<file path="src/rtl/alu_pkg.sv">
// Shared opcode encodings, flag bit positions and small helpers for the ALU pipeline.
package alu_pkg;

  localparam logic [2:0] OP_ADD = 3'b000;
  localparam logic [2:0] OP_SUB = 3'b001;
  localparam logic [2:0] OP_AND = 3'b010;
  localparam logic [2:0] OP_NEG = 3'b011;
  localparam logic [2:0] OP_OR  = 3'b100;
  localparam logic [2:0] OP_XOR = 3'b101;
  localparam logic [2:0] OP_RL  = 3'b110;
  localparam logic [2:0] OP_RR  = 3'b111;

  localparam int unsigned FLAG_N = 3;
  localparam int unsigned FLAG_Z = 2;
  localparam int unsigned FLAG_C = 1;
  localparam int unsigned FLAG_V = 0;

  // Signed overflow of x + y given the sign bits of both addends and of the sum.
  function automatic logic add_ovf(input logic sx, input logic sy, input logic sr);
    return (sx == sy) && (sr != sx);
  endfunction

endpackage

</file>
<file path="src/rtl/alu_pipe_if.sv">
// Valid/ready operand and result channels of the ALU pipeline.
interface alu_pipe_if #(
  parameter int unsigned WIDTH = 8
);
  logic             in_valid;
  logic             in_ready;
  logic [WIDTH-1:0] a;
  logic [WIDTH-1:0] b;
  logic [2:0]       sel;
  logic             out_valid;
  logic             out_ready;
  logic [WIDTH-1:0] result;
  logic [3:0]       flags;

  modport master (
    output in_valid, a, b, sel, out_ready,
    input  in_ready, out_valid, result, flags
  );

  modport slave (
    input  in_valid, a, b, sel, out_ready,
    output in_ready, out_valid, result, flags
  );
endinterface

</file>
<file path="src/rtl/alu_comb.sv">
// Purely combinational ALU: result and {N, Z, C, V} for one operand pair.
module alu_comb
  import alu_pkg::*;
#(
  parameter int unsigned WIDTH    = 8,
  parameter bit          ROT_BY_B = 1'b0
) (
  input  logic [WIDTH-1:0] a_i,
  input  logic [WIDTH-1:0] b_i,
  input  logic [2:0]       sel_i,
  output logic [WIDTH-1:0] result_o,
  output logic [3:0]       flags_o
);

  localparam int unsigned      AW     = $clog2(WIDTH);
  localparam int unsigned      MSB    = WIDTH - 1;
  localparam logic [WIDTH-1:0] MinNeg = {1'b1, {(WIDTH - 1){1'b0}}};

  logic [WIDTH:0]   sum;
  logic [WIDTH-1:0] diff;
  logic [WIDTH-1:0] neg;
  logic [WIDTH-1:0] rol;
  logic [WIDTH-1:0] ror;
  logic [AW-1:0]    amt_raw;
  logic [AW-1:0]    amt;
  logic             rot_nz;
  logic [WIDTH-1:0] res;
  logic             carry;
  logic             ovf;

  assign sum  = {1'b0, a_i} + {1'b0, b_i};
  assign diff = a_i - b_i;
  assign neg  = '0 - a_i;

  assign amt_raw = ROT_BY_B ? b_i[AW-1:0] : AW'(1);
  // Non-power-of-two widths: fold amounts >= WIDTH back into range.
  assign amt     = ({1'b0, amt_raw} >= (AW + 1)'(WIDTH)) ? amt_raw - AW'(WIDTH) : amt_raw;
  assign rot_nz  = (amt_raw != '0);
  assign rol     = WIDTH'(({a_i, a_i} << amt) >> WIDTH);
  assign ror     = WIDTH'({a_i, a_i} >> amt);

  always_comb begin
    res   = '0;
    carry = 1'b0;
    ovf   = 1'b0;
    unique case (sel_i)
      OP_ADD: begin
        res   = sum[WIDTH-1:0];
        carry = sum[WIDTH];
        ovf   = add_ovf(a_i[MSB], b_i[MSB], sum[MSB]);
      end
      OP_SUB: begin
        res   = diff;
        carry = (a_i < b_i);
        ovf   = add_ovf(a_i[MSB], ~b_i[MSB], diff[MSB]);
      end
      OP_AND: res = a_i & b_i;
      OP_NEG: begin
        res   = neg;
        carry = (a_i == '0);
        ovf   = (a_i == MinNeg);
      end
      OP_OR:  res = a_i | b_i;
      OP_XOR: res = a_i ^ b_i;
      OP_RL: begin
        res   = rol;
        carry = rot_nz & rol[0];
      end
      OP_RR: begin
        res   = ror;
        carry = rot_nz & ror[MSB];
      end
      default: ;
    endcase
  end

  always_comb begin
    result_o         = res;
    flags_o          = '0;
    flags_o[FLAG_N]  = res[MSB];
    flags_o[FLAG_Z]  = (res == '0);
    flags_o[FLAG_C]  = carry;
    flags_o[FLAG_V]  = ovf;
  end

endmodule

</file>
<file path="src/rtl/alu_pipe.sv">
// Two-stage valid/ready ALU pipeline: S1 holds operands, S2 holds result and flags.
module alu_pipe
  import alu_pkg::*;
#(
  parameter int unsigned WIDTH    = 8,
  parameter bit          ROT_BY_B = 1'b0
) (
  input  logic       clk_i,
  input  logic       rst_i,
  alu_pipe_if.slave  alu_io
);

  logic             s1_valid_q, s1_valid_d;
  logic [WIDTH-1:0] a_q, a_d;
  logic [WIDTH-1:0] b_q, b_d;
  logic [2:0]       sel_q, sel_d;
  logic             out_valid_q, out_valid_d;
  logic [WIDTH-1:0] out_q, out_d;
  logic [3:0]       flags_q, flags_d;

  logic             s1_load;
  logic             s2_load;
  logic [WIDTH-1:0] alu_res;
  logic [3:0]       alu_flags;

  alu_comb #(
    .WIDTH    (WIDTH),
    .ROT_BY_B (ROT_BY_B)
  ) u_alu_comb (
    .a_i      (a_q),
    .b_i      (b_q),
    .sel_i    (sel_q),
    .result_o (alu_res),
    .flags_o  (alu_flags)
  );

  // Each stage refills in the same cycle its downstream drains, so no bubbles.
  assign s2_load = !out_valid_q || alu_io.out_ready;
  assign s1_load = !s1_valid_q || s2_load;

  always_comb begin
    s1_valid_d  = s1_valid_q;
    a_d         = a_q;
    b_d         = b_q;
    sel_d       = sel_q;
    out_valid_d = out_valid_q;
    out_d       = out_q;
    flags_d     = flags_q;

    if (s1_load) begin
      s1_valid_d = alu_io.in_valid;
      if (alu_io.in_valid) begin
        a_d   = alu_io.a;
        b_d   = alu_io.b;
        sel_d = alu_io.sel;
      end
    end

    if (s2_load) begin
      out_valid_d = s1_valid_q;
      if (s1_valid_q) begin
        out_d   = alu_res;
        flags_d = alu_flags;
      end
    end
  end

  always_ff @(posedge clk_i or posedge rst_i) begin
    if (rst_i) begin
      s1_valid_q  <= 1'b0;
      a_q         <= '0;
      b_q         <= '0;
      sel_q       <= OP_ADD;
      out_valid_q <= 1'b0;
      out_q       <= '0;
      flags_q     <= '0;
    end else begin
      s1_valid_q  <= s1_valid_d;
      a_q         <= a_d;
      b_q         <= b_d;
      sel_q       <= sel_d;
      out_valid_q <= out_valid_d;
      out_q       <= out_d;
      flags_q     <= flags_d;
    end
  end

  assign alu_io.in_ready  = !rst_i && s1_load;
  assign alu_io.out_valid = out_valid_q;
  assign alu_io.result    = out_q;
  assign alu_io.flags     = flags_q;

endmodule
</file>
<file path="src/flat_wrapper.sv">
// flat-port wrapper written by rule: the top's interface ports become plain ports
module alu_pipe_flat import alu_pkg::*;
#(
  parameter int unsigned WIDTH    = 8,
  parameter bit          ROT_BY_B = 1'b0
)
  (clk_i, rst_i, alu_io_in_valid, alu_io_a, alu_io_b, alu_io_sel, alu_io_out_ready, alu_io_in_ready, alu_io_out_valid, alu_io_result, alu_io_flags);
  alu_pipe_if #(.WIDTH(WIDTH)) alu_io_i ();
  input  logic clk_i;
  input  logic rst_i;
  input wire logic [$bits(alu_io_i.in_valid)-1:0] alu_io_in_valid;
  input wire logic [$bits(alu_io_i.a)-1:0] alu_io_a;
  input wire logic [$bits(alu_io_i.b)-1:0] alu_io_b;
  input wire logic [$bits(alu_io_i.sel)-1:0] alu_io_sel;
  input wire logic [$bits(alu_io_i.out_ready)-1:0] alu_io_out_ready;
  output wire logic [$bits(alu_io_i.in_ready)-1:0] alu_io_in_ready;
  output wire logic [$bits(alu_io_i.out_valid)-1:0] alu_io_out_valid;
  output wire logic [$bits(alu_io_i.result)-1:0] alu_io_result;
  output wire logic [$bits(alu_io_i.flags)-1:0] alu_io_flags;
  assign alu_io_i.in_valid = alu_io_in_valid;
  assign alu_io_i.a = alu_io_a;
  assign alu_io_i.b = alu_io_b;
  assign alu_io_i.sel = alu_io_sel;
  assign alu_io_i.out_ready = alu_io_out_ready;
  assign alu_io_in_ready = alu_io_i.in_ready;
  assign alu_io_out_valid = alu_io_i.out_valid;
  assign alu_io_result = alu_io_i.result;
  assign alu_io_flags = alu_io_i.flags;
  alu_pipe #(.WIDTH(WIDTH), .ROT_BY_B(ROT_BY_B)) u_core (.clk_i(clk_i), .rst_i(rst_i), .alu_io(alu_io_i));
endmodule
</file>
<file path="config.mk">
export PLATFORM = sky130hd
export DESIGN_NAME = alu_pipe_flat
export DESIGN_NICKNAME = d
export VERILOG_FILES = /design/src/rtl/alu_pkg.sv /design/src/rtl/alu_pipe_if.sv /design/src/rtl/alu_comb.sv /design/src/rtl/alu_pipe.sv /design/src/flat_wrapper.sv
export SDC_FILE = /design/constraint.sdc
export NUM_CORES = 1
export LEC_CHECK = 0
export CAP_MARGIN = 0
export CORE_MARGIN = 4
export CORE_UTILIZATION = 55
export DETAILED_ROUTE_END_ITERATION = 12
export HOLD_SLACK_MARGIN = 0.08
export PLACE_DENSITY = 0.8
export SYNTH_ARGS = -nofsm -noshare
export SYNTH_HDL_FRONTEND = slang
export SYNTH_SLANG_ARGS = --single-unit
</file>
<file path="constraint.sdc">
create_clock -name clk_i -period 3.4 [get_ports clk_i]
set_input_delay 0.68 -clock clk_i [delete_from_list [all_inputs] [get_ports clk_i]]
set_output_delay 0.68 -clock clk_i [all_outputs]
set_load 0.005 [all_outputs]
</file>
### Yosys cells after proc, flatten, opt, wreduce, memory -nomap -nowiden

Index checks and enable logic that the tools add are counted.

* register bits after elaboration: 33
* input bits: 23
* output and inout bits: 14
* word-level logic and storage cells: 43

* add/subtract/negate cells: 3
* order comparisons: 1
* eq/ne operators: 12
* muxes and demuxes: 3
* bitwise gates (word level): 4
* reduce and logical (&&, ||, !) cells: 13

Operators with widths (count)
* $pmux 8 s8: 1
* $logic_not 8->1: 2
* $eq 3x3->1 const B: 4
* $add 8x8->9: 1
* $and 8x8->8: 1
* $eq 8x8->1 const B: 1
* $lt 8x8->1: 1
* $or 8x8->8: 1
* $sub 1x8->8 const A: 1
* $sub 8x8->8: 1
* $xor 8x8->8: 1
* $eq 3x2->1 const B: 2
* $pmux 1 s5: 1
* $reduce_and 2->1: 2
* $eq 3x1->1 const B: 1
* $logic_and 1x1->1: 3
* $logic_not 1->1: 3
* $logic_not 3->1: 1
* $pmux 1 s3: 1
* $eq 1x1->1: 2
* $logic_or 1x1->1: 2
* $ne 1x1->1: 2
* $not 1->1: 1

### Depth between registers and ports, before layout

* depth after elaboration: 4
* depth in mapped cells: 11
* gate-level depth less buffers: 11

### Cells and area by module

From an unflattened synthesis, not the netlist that was laid out.

* cells, all modules: 288
* area total of the unflattened synthesis: 2832.7 µm²

By module, submodules not included
* alu_comb: times used 1, cells an instance 214, area each 1521.5 µm², sequential area each 0.0 µm²
* alu_pipe: times used 1, cells an instance 74, area each 1311.3 µm², sequential area each 825.8 µm²

### Least setup slack after synthesis

OpenSTA, ideal clock, no wires.

* path type: register to register
* start point: register u_core.a_q[1]
* end point: register u_core.flags_q[3] (netlist: u_core.alu_io.flags[3])
* setup time: 125 ps
* arrival time: 2491 ps
* slack: 784 ps
* stages on the path, launching flop included: 10
* path buffers: 0
* cells stage by stage: dfrtp_1 -> inv_1 -> ha_1 -> a211oi_1 -> o21ai_0 -> o22ai_1 -> nor3_1 -> or3_1 -> or3_1 -> mux2_2

* cells in the longest elaborated chain, start to end: 2
* elaborated cells on any way between the ends: 4
* classes of those cells: 3 x add/sub; 1 x mux

Ends and longest elaborated chain
* start, declared: line alu_pipe.sv:14 `logic [WIDTH-1:0] a_q, a_d;`
* start signal, assigned: line alu_pipe.sv:71 `a_q <= '0;`
* start signal, assigned: line alu_pipe.sv:79 `a_q <= a_d;`
* $sub 1x8->8, or another cell as far along: line alu_comb.sv:33 `assign neg = '0 - a_i;`
* $pmux 8 s8 (*): line alu_comb.sv:46 `unique case (sel_i)`
* end signal, assigned: line alu_pipe.sv:84 `flags_q <= flags_d;`
* end, declared: line alu_pipe.sv:19 `logic [3:0] flags_q, flags_d;`

Every way passes the cells marked *; elsewhere a longest branch is shown, timed or not.
A chain may end at the register's enable or synchronous reset.

### Worst setup path in the final report

Ends and elaborated chain as after synthesis.

==> results.txt <==
status -> completed
max-cap violations -> 0
clock-pin slew on the worst setup and hold paths -> 70 ps
chip height -> 78.6 microns
Yosys reg bits -> 32
Syn-to-layout area delta -> 19.1%
Placer Congestion -> 0.947
Max Clock Skew -> 5.62 ps
Worst EP arrival -> 3250 ps
synthesized netlist cell count -> 309
drc violations -> 0
Critical R2R Capture -> u_core.alu_io.flags[3]
Die X-Extent -> 78.6 microns
clk sink count -> 32
Clock Tree Buf Depth -> 2
Hold Path Depth -> 2
grt total ovfl -> 0
vias -> 2411
vias in the first global route -> 2419
CTS tree -> done
Slew @ Worst Pin -> 1180 ps
Nets -> 393
Starting DRT DRC Count -> 328
Final Cell Area -> 0.00326 sq mm
number of H-tree levels -> 2
most frequent cells in the layout -> clkdlybuf4s50_1, dfrtp_1, inv_1
CTS Hold Bufs -> 0
maximum VDD drop -> 278 uV
WL per Instance -> 17.1 microns
CP endpoint kind -> flop
PD cells -> 553 mW/mm^2
kind of critical path -> reg -> reg
Hold Crit Start -> u_core.alu_io.result[6]
hold crit path type -> reg -> reg
Netlist cell types -> 49
Seq. cell area -> 801 sq um
final-report hold violation count -> 0
Avg Cell Area, Syn -> 8.86 sq um
TNS Setup -> 0 ps
post-route ant nets -> 0
Post-synth EDFFs -> 0
Rel. slew slack -> 0.206
r2r worst-path depth -> 9
Hold EP -> u_core.alu_io.result[6]
total track usage -> 0.250
initial antenna violation count -> 0
placed instance area -> 0.00315 sq mm
Post-Syn Area -> 0.00274 sq mm
LEAKAGE -> 0.00143 uW
Fill cells -> 411
largest net degree at the start of global routing -> 33
worst reg2reg path startpoint -> u_core.a_q[1]
post_cts resized -> 0
Final Cycle Share -> 0.905
vias per cell -> 5.87
Multi-input gate area -> 0.00174 sq mm
register area share after synthesis -> 0.292
clk root buf -> clkbuf_8
Post-Syn Nets -> 359
slowest stage delay, CP -> 510 ps
layout cells sized above 1 -> 0.134
Die ar. -> 0.00617 sq mm
I/O Pins -> 37
CTS Buf Count -> 5
Yosys Warn Count -> 0
first drt pass iteration count -> 5
post-DP HPWL -> 5400 microns
Slew Limit Fails -> 0
cell chain of the critical path -> inv_1, ha_1, a211oi_1, o21ai_0, o22ai_1, nor3_1, or3_1, or3_1, mux2_2
site row count -> 25
Clk Latency, worst-skew pair -> 290 ps
Critical Path Start Type -> flop
Initial Util -> 0.572
Core Area -> 0.00479 sq mm
drt total wl -> 7030 microns
Critical Path RT -> 3580 ps
most used cell, CP -> or3_1
Crit Path Max Fanout -> 7
Fmax -> 325 MHz
Setup violations, final -> 0
first-pass GRT wire length -> 11900 microns
fin crit period -> 3080 ps
unrepaired setup endpoints after global routing -> false
Post-synth ARST share -> 1.00
commonest non-fill, non-tap cell in the layout -> clkdlybuf4s50_1
Ant. Diodes -> 0
CP max stage cell -> dfrtp_1
IO buf count -> 36
Most used DFF post-synth -> dfrtp_1
Reg2Reg Setup Slack -> 320 ps
post-CTS setup buffers -> 0
## worst max-delay path by stage
stage,start,endpoint,slack [ps],cells after the start
after floorplan,u_core.a_q[1],u_core.alu_io.flags[3],780,9
after global placement,u_core.a_q[1],u_core.alu_io.flags[3],540,9
after detailed placement,u_core.a_q[1],u_core.alu_io.flags[3],460,9
after CTS,u_core.a_q[1],u_core.alu_io.flags[3],370,9
after global routing,u_core.a_q[1],u_core.alu_io.flags[3],100,9
final,u_core.a_q[1],u_core.alu_io.flags[3],320,9
## report_power, final
part	total [uW]	switching (uW)	internal [uW]
Combinational	881	443	438
Clock	366	149	217
Sequential	555	91.5	464
## cell type report
cell class / count / area share
Clock inverter: 2 / 0.0107
Multi-Input combinational cell: 230 / 0.532
Clock buffer: 6 / 0.0222
Timing Repair Buffer: 44 / 0.129
Inverter: 30 / 0.0345
Sequential cell: 32 / 0.245
Tap cell: 67 / 0.0257
## flip-flops by register name (all words and copies together) (netlist names)
register / cells
u_core.a_q: 8
u_core.sel_q: 3
u_core.alu_io.flags: 4
u_core.b_q: 8
u_core.s1_valid_q: 1
u_core.alu_io.result: 7
u_core.alu_io.out_valid: 1
## worst max-delay path: cells and delay by family, from the launching register on
family                   cells  cell delay, ps
buffers and inverters        1             180
flip-flops                   1             510
AND/OR/NAND/NOR              3             850
AO/OA/AOI/OAI                3             820
multiplexers                 1             270
adder cells (fa/ha/maj)      1             350
## through the flow
stage / power (uW) / hold WS, ps / setup slack (ps) / utilization / instances
finish: 1800 / 485 / 322 / 0.682 / 411
global route: 1950 / 537 / 104 / 0.682 / 411
CTS: 1800 / 490 / 368 / 0.682 / 411
detailed placement: 1430 / 474 / 463 / 0.659 / 403
global placement: 1420 / 460 / 543 / 0.659 / 403
floorplan: 1140 / 473 / 784 / - / 309
## metal layers
| metal | global-route usage | vias to the layer above | routed length, microns |
|---|---|---|---|
| met5 | 0 | - | 0 |
| met4 | 0.115 | 0 | 221 |
| met3 | 0.0436 | 20 | 560 |
| met2 | 0.419 | 125 | 3290 |
| met1 | 0.312 | 1107 | 2960 |
| li1 | - | 1159 | - |
## kinds of logic after synthesis
kind of cell	synth area share
AOI/OAI and AO/OA	0.181
and+or+nand+nor	0.164
adders and majority gates	0.129
DFF	0.292
buffers and inverters	0.0735
xor gates and xnor gates	0.0320
muxes	0.128
## cells in the mapped netlist (4+ instances only)
master	n	area share
mux2i_1	7	0.026
nand2_1	28	0.038
inv_1	30	0.041
a22oi_1	5	0.014
a21oi_1	15	0.027
o21ai_0	16	0.029
xnor2_1	10	0.032
or3_1	5	0.011
a221oi_1	4	0.013
o31ai_1	5	0.014
ha_1	25	0.11
mux2_2	25	0.10
nor3_1	6	0.011
nand2b_1	7	0.016
clkbuf_1	7	0.0096
nor2_1	13	0.018
nand3_1	9	0.016
o22ai_1	5	0.011
nor2b_1	8	0.018
buf_2	5	0.0091
dfrtp_1	32	0.29
(Power assumes the default switching activity.)
